`config.mk`:
```
export PLATFORM = sky130hd
export DESIGN_NAME = lifo_serial_tx
export DESIGN_NICKNAME = d
export VERILOG_FILES = /design/src/rtl/lifo_tx_pkg.sv /design/src/rtl/piso_shift_reg.sv /design/src/rtl/lifo_serial_tx.sv
export SDC_FILE = /design/constraint.sdc
export NUM_CORES = 1
export LEC_CHECK = 0
export CAP_MARGIN = 20
export CORE_UTILIZATION = 32
export CTS_CLUSTER_SIZE = 25
export DETAILED_ROUTE_END_ITERATION = 7
export PLACE_DENSITY_LB_ADDON = 0.2
export SYNTH_ARGS = -nofsm -noshare
export SYNTH_HDL_FRONTEND = slang
export SYNTH_SLANG_ARGS = --single-unit
```
`constraint.sdc`:
```
create_clock -name clk -period 2.07 [get_ports clk]
set_input_delay 0.3105 -clock clk [delete_from_list [all_inputs] [get_ports clk]]
set_output_delay 0.3105 -clock clk [all_outputs]
set_load 0.05 [all_outputs]
```
`src/rtl/lifo_tx_pkg.sv`:
```
// Shared defaults and FSM encoding for the LIFO serial transmit path.
package lifo_tx_pkg;

    localparam int unsigned WIDTH_DEF = 4;
    localparam int unsigned DEPTH_DEF = 8;
    localparam int unsigned CNT_W     = $clog2(DEPTH_DEF) + 1;

    typedef enum logic {
        IDLE  = 1'b0,
        SHIFT = 1'b1
    } state_e;

endpackage

```
`src/rtl/piso_shift_reg.sv`:
```
// Parallel-load, serial-out shift register; zeros are shifted in behind the data.
module piso_shift_reg #(
    parameter int unsigned WIDTH     = 4,
    parameter bit          MSB_FIRST = 1'b1
) (
    input  logic             clk,
    input  logic             rst_n,
    input  logic             load,
    input  logic [WIDTH-1:0] load_data,
    input  logic             shift,
    output logic             sout
);

    logic [WIDTH-1:0] shreg_q, shreg_d;

    always_comb begin
        shreg_d = shreg_q;
        if (load) begin
            shreg_d = load_data;
        end else if (shift) begin
            shreg_d = MSB_FIRST ? (shreg_q << 1) : (shreg_q >> 1);
        end
    end

    always_ff @(posedge clk) begin
        if (!rst_n) begin
            shreg_q <= '0;
        end else begin
            shreg_q <= shreg_d;
        end
    end

    assign sout = MSB_FIRST ? shreg_q[WIDTH-1] : shreg_q[0];

endmodule

```
`src/rtl/lifo_serial_tx.sv`:
```
// LIFO stack of WIDTH-bit entries; the top entry is popped and sent serially with a frame strobe.
module lifo_serial_tx
    import lifo_tx_pkg::*;
#(
    parameter int unsigned WIDTH     = WIDTH_DEF,
    parameter int unsigned DEPTH     = DEPTH_DEF,
    parameter bit          MSB_FIRST = 1'b1
) (
    input  logic                   clk,
    input  logic                   rst_n,
    input  logic                   push,
    input  logic [WIDTH-1:0]       push_data,
    input  logic                   tx_en,
    output logic                   full,
    output logic                   empty,
    output logic [$clog2(DEPTH):0] count,
    output logic                   sdata,
    output logic                   sframe,
    output logic                   sdone
);

    localparam int unsigned IW = $clog2(DEPTH);
    localparam int unsigned BW = (WIDTH > 1) ? $clog2(WIDTH) : 1;
    localparam logic [IW:0] FULL_CNT = (IW + 1)'(DEPTH);
    localparam logic [BW-1:0] LAST_BIT = BW'(WIDTH - 1);

    state_e           state_q, state_d;
    logic [BW-1:0]    bit_cnt_q, bit_cnt_d;
    logic [IW:0]      count_q, count_d;
    logic             full_q, full_d;
    logic             empty_q, empty_d;
    logic             push_ok, pop, last_bit, ser_bit;
    logic [IW-1:0]    rd_idx, wr_idx;
    logic [WIDTH-1:0] stack_q [DEPTH];

    always_comb begin
        push_ok   = push && !full_q;
        pop       = (state_q == IDLE) && tx_en && !empty_q;
        last_bit  = (state_q == SHIFT) && (bit_cnt_q == LAST_BIT);
        rd_idx    = IW'(count_q - 1'b1);
        // A push coinciding with a pop reuses the slot the pop just freed.
        wr_idx    = pop ? rd_idx : count_q[IW-1:0];

        count_d = count_q;
        if (push_ok && !pop) begin
            count_d = count_q + 1'b1;
        end else if (pop && !push_ok) begin
            count_d = count_q - 1'b1;
        end
        full_d  = (count_d == FULL_CNT);
        empty_d = (count_d == '0);

        state_d   = state_q;
        bit_cnt_d = bit_cnt_q;
        case (state_q)
            IDLE: begin
                if (pop) begin
                    state_d   = SHIFT;
                    bit_cnt_d = '0;
                end
            end
            SHIFT: begin
                bit_cnt_d = bit_cnt_q + 1'b1;
                if (last_bit) begin
                    state_d   = IDLE;
                    bit_cnt_d = '0;
                end
            end
            default: begin
                state_d   = IDLE;
                bit_cnt_d = '0;
            end
        endcase
    end

    always_ff @(posedge clk) begin
        if (!rst_n) begin
            state_q   <= IDLE;
            bit_cnt_q <= '0;
            count_q   <= '0;
            full_q    <= 1'b0;
            empty_q   <= 1'b1;
        end else begin
            state_q   <= state_d;
            bit_cnt_q <= bit_cnt_d;
            count_q   <= count_d;
            full_q    <= full_d;
            empty_q   <= empty_d;
        end
    end

    always_ff @(posedge clk) begin
        if (push_ok) begin
            stack_q[wr_idx] <= push_data;
        end
    end

    piso_shift_reg #(
        .WIDTH     (WIDTH),
        .MSB_FIRST (MSB_FIRST)
    ) u_piso (
        .clk       (clk),
        .rst_n     (rst_n),
        .load      (pop),
        .load_data (stack_q[rd_idx]),
        .shift     (state_q == SHIFT),
        .sout      (ser_bit)
    );

    assign sframe = (state_q == SHIFT);
    assign sdata  = sframe & ser_bit;
    assign sdone  = last_bit;
    assign full   = full_q;
    assign empty  = empty_q;
    assign count  = count_q;

endmodule

```
==> impl_metrics.py <==
metrics = {
    "run_status": {
        "run_status": "finished, final reports clean",
    },
    "yosys": {
        "yosys.area_share.simple_pct": 13.65,
        "synth_enable_flop_cells": 32,
        "asyncSetResetFlopFracSynth_pct": 0,
        "ys_seq_elements": 45,
        "synth_ff_type": "edfxtp_1",
        "syn-cell-area_mm2": 0.002062,
        "synth_most_common_cell": "edfxtp_1",
        "main_combinational_cell_family_by_area_after_synthesis": "simple AND/OR/NAND/NOR gates",
        "yosysSeqAreaShare_pct": 59.22,
        "synthXorXnorAreaFrac_pct": 1.699,
        "number_of_instances_in_the_synthesized_netlist": 146,
        "avg_synthesized_cell_area_um2": 14.12,
        "synth_compound_area_share_pct": 7.464,
        "synth_largest_area_cell": "edfxtp_1",
        "yosysTopAreaCellShare_pct": 46.60,
        "yosysUniqueCellTypes": 41,
        "synthAdderAreaFrac_pct": 1.820,
        "list_of_most_frequent_post_synthesis_cells": "edfxtp_1 (32), dfxtp_1 (13), nor2_1 (11)",
        "ys.warnings.count": 0,
        "yosys-mux-area-fraction_pct": 12.56,
        "synth.area.top_cells": "edfxtp_1 (47%), dfxtp_1 (13%), mux4_2 (8.7%)",
        "mappedNetlistNets": 157,
    },
    "critical_path": {
        "critical_path.startpoint": "sframe$_SDFF_PN0_",
        "rrSetupSlack_ns": 0.20,
        "critical_path_arrival_ns": 1.64,
        "critPathTopFamily": "buffers and inverters",
        "worst_path_largest_cell_delay_ns": 0.86,
        "rr_startpoint": "sframe$_SDFF_PN0_",
        "timing.reg2reg.worst_path_depth": 5,
        "timing.critical_path.fanout_max": 9,
        "worst_setup_path_start_kind": "register",
        "required_ns": 1.76,
        "end_kind": "output port",
        "cp_slowest_cell": "clkdlybuf4s50_1",
        "timing_worst_setup_path_type": "reg -> out",
        "critical_path.n_buffers_inverters": 1,
        "cp_cell_sequence": "clkdlybuf4s50_1",
        "crit-reg2reg-capture": "stack_q[7][1]$_DFFE_PP_",
    },
    "floorplanning": {
        "ioPinCount": 17,
        "dieHeight_um": 82.27,
        "die_area_mm2": 0.006768,
        "die_w_um": 82.27,
        "core_region_area_mm2": 0.006061,
        "floorplan.rows": 28,
        "start_util_pct": 34.02,
    },
    "finish": {
        "final_nets": 184,
        "post-route-cell-area_mm2": 0.002454,
        "post_layout_nonfiller_instances": 249,
        "insertedDiodeCount": 0,
        "flow.area_growth_from_synthesis_pct": 18.99,
        "drive_above_1_share_pct": 29.31,
        "final_core_utilization_pct": 40.48,
    },
    "power": {
        "max-vdd-ir-drop_v": 0.0006090,
        "power.net_switching_uw": 1076,
        "share_comb_of_total_power_pct": 40.1,
        "p_seq_share_pct": 41.2,
        "clkPwrFrac_pct": 18.8,
        "sw_frac_of_total_pct": 36.50,
        "power.density_mw_per_mm2": 1201,
        "internal_power_uw": 1872,
        "p_leak_uw": 0.0008623,
    },
    "cts": {
        "clock_tree_root_driver_cell": "clkbuf_8",
        "cts_setup_buffers": 0,
        "clock_tree_from_tritoncts": "yes",
        "tritoncts_num_sinks": 45,
        "clk_pin_slew_ns": 0.09,
        "cts_made_buffers": 5,
        "h-tree-depth": 2,
        "cts.path.max_buffers": 2,
        "clkLatencyLatePin_ns": 0.30,
    },
    "global_routing": {
        "grt_first_pass_wirelength_um": 6120,
        "vias_in_the_first_global_route": 1257,
        "grt_util_all_layers_pct": 12.74,
        "grt_start_max_net_pins": 19,
        "globalRoute.totalOverflow": 0,
        "antenna_violations_before_repair": 0,
    },
    "sta": {
        "tightest_slew_ns": 0.5054,
        "relative_slew_margins_pct": 66.25,
        "finalClockSkew_ns": 0.004618,
        "max_freq_mhz": 513.1,
        "setup_viol": 0,
        "final.setup.tns_ns": 0,
        "final_max_slew_viol_count": 0,
        "period_needed_ns": 1.949,
        "rsz0062_at_grt": "false",
        "share_of_the_clock_period_used_by_the_worst_path_pct": 94.15,
        "final.setup.worst_slack_ns": 0.1212,
        "timing_hold_violations_final": 0,
    },
    "route": {
        "via_density_per_instance": 5.016,
        "number_of_search_and_repair_iterations_in_the_first_detailed_routing_pass": 4,
        "drcViolationCount": 0,
        "num_vias": 1249,
        "drt-wirelength-per-cell_um": 15.23,
        "route.antenna.remaining_nets": 0,
        "initialDrtViolationCount": 55,
        "drt_wl_total_um": 3793,
    },
    "place": {
        "dpl.hpwl_um": 2799,
        "buffer_ports.inserted": 16,
        "finalWeightedCongestion": 0.7622,
        "standard_cell_area_after_detailed_placement_mm2": 0.002362,
        "post-place-cells": 241,
        "dpl_worst_slack_ns": -0.1196,
    },
    "min_path": {
        "min-delay-path-class": "reg -> reg",
        "hold_path_end": "count[3]$_SDFF_PN0_",
        "hold_start": "count[3]$_SDFF_PN0_",
        "worst_hold_path_cells": 2,
    },
    "flow_run": {
        "drv_cap": 0,
    },
}
## area by class of cell
cell class	count	area (µm²)
clock buffers	5	68.82
clock inverters	3	21.27
fillers	564	3607
inverters	3	15.01
multi-input cells	91	789.5
flip-flops and latches	45	1226
well taps	75	93.84
repair buffers	27	239.0
## layer usage
layer  GRT usage (%)  up-vias  share of wire, %
met4           5.439        0               1.6
li1                -      604                 -
met5               0        -                 0
met1           16.60      617                48
met2           19.75       20                47
met3           3.626        8               3.5
## how the worst max path moves through the flow
stage,endpoint,depth (start not counted)
global placement,stack_q[6][0]$_DFFE_PP_,6
CTS,count[2],1
global route,stack_q[1][0]$_DFFE_PP_,6
floorplan,stack_q[4][0]$_DFFE_PP_,9
detailed placement,stack_q[7][3]$_DFFE_PP_,6
finish,sframe,1
## registers in the layout, summed over array words and instances (netlist names)
name,cells
stack_q,32
u_piso.shreg_q,4
count,4
empty,1
full,1
bit_cnt_q,2
sframe,1
## power groups by stage
stage / logic, µW / registers, µW / clock network (µW)
4_1_cts: 1190 / 1220 / 570
3_3_place_gp: 1180 / 1230 / 0
2_1_floorplan: 826 / 1340 / 0
3_5_place_dp: 1190 / 1240 / 0
6_report: 1180 / 1210 / 554
5_1_grt: 1280 / 1230 / 612
## logic make-up (layout without fill, tap and decap cells)
logic type	count (synthesis)	after routing
compound gates	22	22
xor+xnor	4	4
fa+ha+maj	3	3
buf+inv	10	38
flops	45	45
mux	15	15
simple gates	47	47
## what timing repair did
action	4_1_cts	5_1_grt
hold buffers	0	0
resized for setup	1	1
endpoints found under the setup margin	1	1
## placed cells by master (no fill, tap or decap), types with 2 or more instances in the layout
cell and instances:
o21ai_0 6, o221ai_1 3, nor2_1 7, and2_2 2, mux4_2 8, buf_4 13
dfxtp_1 11, and2_1 2, ha_1 2, inv_1 2, clkinvlp_4 2, nor3_1 5
nor3b_2 2, mux2i_1 4, nor2_2 4, clkbuf_8 5, xor2_1 2, nand3_1 4
and2b_2 2, mux2i_2 2, edfxtp_1 32, clkdlybuf4s50_1 12, o21ai_1 3, a21oi_1 5
nand2_1 8, xnor2_1 2
## stage by stage
step / hold WS, ns / power (µW)
finish: 0.5472 / 2947
global route: 0.5901 / 3124
CTS: 0.5471 / 2977
detailed placement: 0.5316 / 2422
global placement: 0.5004 / 2410
floorplan: 0.4094 / 2161
(Power assumes the default switching activity.)
